`src/rtl/frame_seq_pkg.sv`:
```
// Shared types for the frame sequencer: FSM state encoding and the position tag
// that travels alongside each pixel through the processor latency.
package frame_seq_pkg;

   typedef enum logic [1:0] {
      IDLE  = 2'd0,
      RUN   = 2'd1,
      DRAIN = 2'd2,
      DONE  = 2'd3
   } seq_state_t;

   typedef struct packed {
      logic valid;
      logic sof;
      logic eof;
      logic sol;
      logic eol;
   } pix_tag_t;

   localparam pix_tag_t TAG_NONE = '0;

   // A one-entry dimension still needs a 1-bit counter.
   function automatic int cnt_w(input int n);
      return (n > 1) ? $clog2(n) : 1;
   endfunction

endpackage

```
`src/rtl/tag_delay_line.sv`:
```
// Fixed-depth shift register of pixel tags; the last stage is the registered
// tag output. Flush clears every stage in one cycle.
module tag_delay_line
   import frame_seq_pkg::*;
#(
   parameter int DEPTH = 3
) (
   input  logic     clk,
   input  logic     rst_n,
   input  logic     i_flush,
   input  pix_tag_t i_tag,
   output pix_tag_t o_tag
);

   generate
      for (genvar gi = 0; gi < DEPTH; gi++) begin : g_stage
         pix_tag_t w_d;
         pix_tag_t r_q;

         if (gi == 0) begin : g_head
            assign w_d = i_tag;
         end else begin : g_body
            assign w_d = g_stage[gi-1].r_q;
         end

         always_ff @(posedge clk or negedge rst_n) begin
            if (!rst_n) begin
               r_q <= TAG_NONE;
            end else if (i_flush) begin
               r_q <= TAG_NONE;
            end else begin
               r_q <= w_d;
            end
         end
      end
   endgenerate

   assign o_tag = g_stage[DEPTH-1].r_q;

endmodule

```
`src/rtl/frame_sequencer.sv`:
```
// Feeds one frame of RGB pixels into the image processor and emits position
// tags aligned to the processor's output latency.
module frame_sequencer
   import frame_seq_pkg::*;
#(
   parameter int IMG_W    = 64,
   parameter int IMG_H    = 48,
   parameter int PIPE_LAT = 2
) (
   input  logic       clk,
   input  logic       rst_n,
   input  logic       start,
   input  logic       abort,
   input  logic [7:0] threshold_cfg,
   input  logic       s_valid,
   output logic       s_ready,
   input  logic [7:0] s_r,
   input  logic [7:0] s_g,
   input  logic [7:0] s_b,
   output logic [7:0] proc_r,
   output logic [7:0] proc_g,
   output logic [7:0] proc_b,
   output logic [7:0] proc_threshold,
   output logic       out_valid,
   output logic       out_sof,
   output logic       out_eof,
   output logic       out_sol,
   output logic       out_eol,
   output logic       busy,
   output logic       done
);

   localparam int CW = cnt_w(IMG_W);
   localparam int RW = cnt_w(IMG_H);
   localparam logic [CW-1:0] COL_LAST = CW'(IMG_W - 1);
   localparam logic [RW-1:0] ROW_LAST = RW'(IMG_H - 1);

   seq_state_t    r_state;
   logic [CW-1:0] r_col;
   logic [RW-1:0] r_row;
   logic          r_s_ready;
   logic          r_busy;
   logic          r_done;
   logic [7:0]    r_proc_r;
   logic [7:0]    r_proc_g;
   logic [7:0]    r_proc_b;
   logic [7:0]    r_proc_threshold;

   logic          w_hs;
   logic          w_last;
   logic          w_abort;
   pix_tag_t      w_push_tag;
   pix_tag_t      w_tag_out;

   // s_ready is only ever high in RUN, so it doubles as the RUN qualifier here.
   assign w_hs    = s_valid & r_s_ready;
   assign w_last  = (r_col == COL_LAST) && (r_row == ROW_LAST);
   assign w_abort = abort && ((r_state == RUN) || (r_state == DRAIN));

   always_comb begin
      w_push_tag = TAG_NONE;
      if (w_hs) begin
         w_push_tag.valid = 1'b1;
         w_push_tag.sof   = (r_col == '0) && (r_row == '0);
         w_push_tag.sol   = (r_col == '0);
         w_push_tag.eol   = (r_col == COL_LAST);
         w_push_tag.eof   = w_last;
      end
   end

   tag_delay_line #(
      .DEPTH (PIPE_LAT + 1)
   ) u_tag_delay (
      .clk     (clk),
      .rst_n   (rst_n),
      .i_flush (w_abort),
      .i_tag   (w_push_tag),
      .o_tag   (w_tag_out)
   );

   always_ff @(posedge clk or negedge rst_n) begin
      if (!rst_n) begin
         r_state          <= IDLE;
         r_col            <= '0;
         r_row            <= '0;
         r_s_ready        <= 1'b0;
         r_busy           <= 1'b0;
         r_done           <= 1'b0;
         r_proc_r         <= '0;
         r_proc_g         <= '0;
         r_proc_b         <= '0;
         r_proc_threshold <= '0;
      end else begin
         r_done <= 1'b0;
         case (r_state)
            IDLE: begin
               if (start) begin
                  r_proc_threshold <= threshold_cfg;
                  r_col            <= '0;
                  r_row            <= '0;
                  r_s_ready        <= 1'b1;
                  r_busy           <= 1'b1;
                  r_state          <= RUN;
               end
            end
            RUN: begin
               // Abort wins over a coincident handshake: the pixel is dropped.
               if (abort) begin
                  r_s_ready <= 1'b0;
                  r_busy    <= 1'b0;
                  r_state   <= IDLE;
               end else if (w_hs) begin
                  r_proc_r <= s_r;
                  r_proc_g <= s_g;
                  r_proc_b <= s_b;
                  if (w_last) begin
                     r_col     <= '0;
                     r_row     <= '0;
                     r_s_ready <= 1'b0;
                     r_state   <= DRAIN;
                  end else if (r_col == COL_LAST) begin
                     r_col <= '0;
                     r_row <= r_row + RW'(1);
                  end else begin
                     r_col <= r_col + CW'(1);
                  end
               end
            end
            DRAIN: begin
               if (abort) begin
                  r_busy  <= 1'b0;
                  r_state <= IDLE;
               end else if (w_tag_out.valid && w_tag_out.eof) begin
                  r_done  <= 1'b1;
                  r_state <= DONE;
               end
            end
            DONE: begin
               r_busy  <= 1'b0;
               r_state <= IDLE;
            end
            default: begin
               r_s_ready <= 1'b0;
               r_busy    <= 1'b0;
               r_state   <= IDLE;
            end
         endcase
      end
   end

   assign s_ready        = r_s_ready;
   assign busy           = r_busy;
   assign done           = r_done;
   assign proc_r         = r_proc_r;
   assign proc_g         = r_proc_g;
   assign proc_b         = r_proc_b;
   assign proc_threshold = r_proc_threshold;

   assign out_valid = w_tag_out.valid;
   assign out_sof   = w_tag_out.valid & w_tag_out.sof;
   assign out_eof   = w_tag_out.valid & w_tag_out.eof;
   assign out_sol   = w_tag_out.valid & w_tag_out.sol;
   assign out_eol   = w_tag_out.valid & w_tag_out.eol;

endmodule

```
`config.mk`:
```
export PLATFORM = sky130hd
export DESIGN_NAME = frame_sequencer
export DESIGN_NICKNAME = d
export VERILOG_FILES = /design/src/rtl/frame_seq_pkg.sv /design/src/rtl/tag_delay_line.sv /design/src/rtl/frame_sequencer.sv
export SDC_FILE = /design/constraint.sdc
export NUM_CORES = 1
export LEC_CHECK = 0
export BUFFER_PORTS_ARGS = -buffer_cell sky130_fd_sc_hd__clkbuf_2
export CAP_MARGIN = 20
export CORE_MARGIN = 2
export CORE_UTILIZATION = 52
export DETAILED_ROUTE_END_ITERATION = 10
export PLACE_DENSITY = 0.78
export SETUP_SLACK_MARGIN = 0.3
export SYNTH_ARGS = -nofsm -noshare
export SYNTH_HDL_FRONTEND = slang
export SYNTH_HIERARCHICAL = 1
export SYNTH_SLANG_ARGS = --single-unit
```
`constraint.sdc`:
```
create_clock -name clk -period 2.1 [get_ports clk]
set_input_delay 0.21 -clock clk [delete_from_list [all_inputs] [get_ports clk]]
set_output_delay 0.21 -clock clk [all_outputs]
set_load 0.005 [all_outputs]
```
Word-level counts from Yosys, hierarchy flattened
Index checks and enable logic that the tools add are counted. Widths: inputs -> output; s select.

Flip-flop bits (word level): 64. Input bits: 37. Logic and storage cells: 95.

$add $sub $neg: 2. Equal/unequal tests: 13. Mux-type cells: 32. Bitwise gates (word level): 6. Reductions and logical operators: 17.

Operators with widths (count): $mux 6 (9); $pmux 6 s2 (2); $mux 5 (4); $add 6x1->6 const B (2); $eq 6x6->1 const B (2); $logic_not 6->1 (2); $mux 2 (6); $reduce_and 4->1 (3); $mux 1 (8); $pmux 2 s4 (1); $ne 2x2->1 const B (3); $ne 3x2->1 const B (2); $ne 3x3->1 const B (2); $and 1x1->1 (5); $reduce_and 5->1 (1); $eq 2x2->1 const B (2); $logic_and 1x1->1 (4); $reduce_and 2->1 (2); $pmux 1 s3 (1); $reduce_and 3->1 (1); $eq 2x1->1 const B (1); $logic_not 2->1 (1); $ne 2x1->1 const B (1); $pmux 1 s2 (1); other kinds (4) (4).

Logic depth before layout (Yosys ltp)
Depth in word-level cells: 6. Depth in mapped cells: 8.

By module
Netlist, hierarchy kept.

Modules (own cells, without submodules): frame_sequencer (times used 1, cells an instance 247, area each 2387.3 um^2, seq. area each 1226.2 um^2); tag_delay_line (times used 1, cells an instance 31, area each 508.0 um^2, seq. area each 375.4 um^2).

Worst setup path after synthesis
Ideal clock, no wire load.

Path kind: register to register. Start point: register r_state[1]. End point: register r_row[2]. Setup time: 82 ps. Arrival: 1579 ps. Required time: 2018 ps. Slack: 439 ps. Cell stages (with the launch flop): 8. Path buffers: 1. Period minus slack after synthesis: 1661 ps. Cells stage by stage: dfrtp_1 -> inv_1 -> ha_1 -> buf_4 -> nand4b_4 -> nor4_1 -> a21oi_1 -> a31oi_1.

Cells in the longest elaborated chain, start to end: 3. Elaborated cells on any way between the ends: 9. Classes of those cells: eq/ne (5); mux (1); reduce/logical (3).

RTL lines: start, declared (line frame_sequencer.sv:38) `seq_state_t r_state;`; start signal, assigned (line frame_sequencer.sv:83) `r_state <= IDLE;`; start signal, assigned (line frame_sequencer.sv:103) `r_state <= RUN;`; start signal, assigned (line frame_sequencer.sv:111) `r_state <= IDLE;`; $eq 2x1->1 or $logic_not 2->1 (tied branches) (line frame_sequencer.sv:95) `case (r_state)`; $ne 3x2->1 (no line), or another cell as far along; $reduce_and 5->1 (no line); end signal, assigned (line frame_sequencer.sv:123) `r_row <= r_row + RW'(1);`; end, declared (line frame_sequencer.sv:40) `logic [RW-1:0] r_row;`.

Several ways; a longest one is shown, not always the timed one. A chain may end at the register's enable or synchronous reset.

Final worst setup path
Start point: register r_col[0]. End point: register r_row[3].

Cells in the longest elaborated chain, start to end: 6. Elaborated cells on any way between the ends: 8. Classes of those cells: eq/ne (2); mux (4); reduce/logical (2).

RTL lines: start, declared (line frame_sequencer.sv:39) `logic [CW-1:0] r_col;`; start signal, assigned (line frame_sequencer.sv:125) `r_col <= r_col + CW'(1);`; $eq 6x6->1 * (line frame_sequencer.sv:57, frame_sequencer.sv:121); $logic_and 1x1->1 (line frame_sequencer.sv:57) `assign w_last = (r_col == COL_LAST) && (r_row == ROW_LAST);`; $mux 6 (line frame_sequencer.sv:116) `if (w_last) begin`; $mux 6 (line frame_sequencer.sv:112) `end else if (w_hs) begin`; $mux 6 (line frame_sequencer.sv:108) `if (abort) begin`; $pmux 6 s2 (line frame_sequencer.sv:95).

Mark *: on every way between the ends. The rest lies on a longest branch, timed or not. The select of a mux whose other input is x is not followed.

==> run summary <==
Starting Density - 0.532
largest cells by area after synthesis - dfrtp_1, nand2_1, mux2_2, ha_1, nor2b_2
RSZ-0062 raised after global routing - yes
clk_skew - 7.66 ps
Die ar. - 6180 sq um
via count - 2,220
fmax - 586 MHz
clock tree buffer depth - 2
Synthesized Nets - 323
final WL - 5780 um
fill count - 421
GPL Wtd Cong - 0.861
drt pass-1 iters - 4
Post-Syn Area - 2900 sq um
# rows - 27
Final Setup Violations - 0
DR top layer - met4
GR Overflow Total - 0
CTS tree - done
Post-synth EDFFs - 0
H-tree levels - 3
Worst Tran Pin Value - 436 ps
hpwl dp - 4050 um
Seq cells post-synth - 64
crit path launch type - flip-flop
# Max-Cap Violations - 0
# clock sinks - 64
fin crit share - 0.812
DRC - 0
Worst setup EP type - flip-flop
status - complete, no violations
# nets final - 411
clock tree root buffer cell - clkbuf_8
R2R setup slack - 390 ps
Hold Path Class - primary input to flip-flop
synth unique cells - 45
clock slew at reported path FFs - 70 ps
slew margin rel. - 0.709
share of cells above drive strength 1 - 0.375
vias in the first global route - 2,178
Max rail drop VDD - 0.954 mV
Horiz. Die Dim - 78.6 um
met2 WL - 2720 um
Worst Path Class, Setup - flip-flop to flip-flop
vias per inst - 5.01
Yosys top cell by area - dfrtp_1
PD cells - 1230 nW/um^2
Iter 0 DRT Violations - 99
register area share after synthesis - 0.553
Worst EP required - 2360 ps
cell chain of the critical path - ha_1 -> and3_4 -> nand3_4 -> or4_1 -> o221ai_1
die height - 78.6 um
Yosys warnings - 6
Max FO, Critical Path - 5
Multi-input gate area - 1240 sq um
largest net degree at the start of global routing - 65
Crit-path slowest cell - or4_1
antenna cell count - 0
Total GRT Usage - 0.204
# IOs - 77
average wire per standard cell - 13.0 um
Final Hold Viols - 0
total power - 4.52 mW
async set-reset flop share out of synthesis - 1.00
Port Buffers - 76
routed metal-1 wire length - 2570 um
post-synth top area share - 0.553
Final TNS setup - 0 ps
core area - 5440 sq um
Avg Cell Area, Syn - 10.4 sq um
Top FF cell, synth - dfrtp_1
Slew Viols, Final - 0
FF/Latch Area - 1600 sq um
initial antenna violation count - 0
Worst EP arrival - 1960 ps
Max stage delay on crit path - 480 ps
min Tclk post-route - 1710 ps
met3 wire len - 375 um
ANT nets after route - 0
P&R area growth vs syn - 26.6%
Leakage - 1.90 nW
first-pass GRT wire length - 9800 um
Num CTS Buffers - 9
Cells after Synth - 278
Clock Latency Late Sink - 340 ps
==> per-layer routing <==
| metal | GRT usage | vias up |
|---|---|---|
| met3 | 0.0414 | 8 |
| met5 | 0 | - |
| met2 | 0.320 | 81 |
| li1 | - | 1097 |
| met4 | 0.114 | 0 |
| met1 | 0.265 | 1034 |
==> area by class of cell <==
class | instances | share of cell area
inverter | 10 | 0.0102
sequential | 64 | 0.437
multi-input combinational | 195 | 0.339
tap | 72 | 0.0246
timing repair buffer | 86 | 0.128
clock inverter | 5 | 0.0219
clock buffer | 11 | 0.0386
==> final timing paths <==
path | startpoint | end | cells past startpoint
worst min register to register | u_tag_delay/g_stage[1].r_q[3] | u_tag_delay/o_tag[3] | 1
worst max-delay path | r_col[0] | r_row[3] | 5
worst min-delay path | s_b[6] | proc_b[6] | 3
max in group asynchronous | rst_n | r_state[0] | 3
min in group asynchronous | rst_n | proc_b[6] | 3
worst max register to register | r_col[0] | r_row[3] | 5
==> through the flow <==
step / area, sq um / util / worst slack [ps] / instances / hold slack (ps)
final: 3660 / 0.674 / 394 / 443 / 55.5
after global routing: 3660 / 0.674 / 231 / 443 / 60.7
after CTS: 3610 / 0.663 / 317 / 440 / 50.3
after detailed placement: 3370 / 0.619 / 154 / 423 / 253
after global placement: 3370 / 0.619 / 282 / 423 / 248
after floorplan: 2900 / - / 439 / 278 / -85.6
==> sequential cells by signal, indices dropped and copies added (netlist names) <==
signal                   count
u_tag_delay/g_stage.r_q     10
r_state                      2
proc_r                       8
proc_b                       8
s_ready                      1
u_tag_delay/o_tag            5
r_row                        6
r_col                        6
done                         1
busy                         1
proc_threshold               8
proc_g                       8
==> Yosys cell counts, types with 4 or more instances <==
cell type,instances
nor2b_2,7
mux2_2,9
and2_1,8
o21ai_0,10
a21oi_1,5
nor2_1,9
ha_1,8
dfrtp_1,64
nand3_1,5
nand2_1,81
a31oi_1,4
inv_1,10
nor2b_1,6
==> cell usage in the layout (no fill, tap or decap), types with 5 or more instances in the layout <==
cell type	Yosys	routed
nand2_1	81	81
clkbuf_2	0	76
dfrtp_1	64	63
inv_1	10	10
o21ai_0	10	10
clkbuf_8	0	10
mux2_2	9	9
and2_1	8	8
nor2_1	9	8
nor2b_2	7	8
buf_4	1	8
ha_1	8	6
a21oi_1	5	5
==> kinds of logic after synthesis <==
| group | synth area share |
|---|---|
| and+or+nand+nor | 0.255 |
| DFF | 0.553 |
| AOI/OAI and AO/OA | 0.0769 |
| buffers and inverters | 0.0324 |
| muxes | 0.0385 |
| adders and majority gates | 0.0346 |
| xor gates and xnor gates | 0.00908 |
==> power by group <==
group / total, mW / switching (mW) / leakage (nW) / internal [mW]
registers: 1.88 / 0.256 / 0.823 / 1.63
logic: 1.48 / 0.770 / 0.972 / 0.709
clock network: 1.16 / 0.463 / 0.106 / 0.698
==> worst max-delay path: cells and delay by family (launching register included) <==
family	cells	cell delay, ps
and+or+nand+nor	3	810
DFF	1	400
adders and majority gates	1	250
AOI/OAI and AO/OA	1	170
==> repair_timing <==
item                                   CTS  global route
hold buffers                             1             0
pin swaps                                0             2
setup endpoints to repair               35            40
resized for setup                        4             8
endpoints found under the hold margin   64             0
buffers inserted                         0             3
cloned                                   0             0
Note: power is estimated with default switching activity, not from simulation.
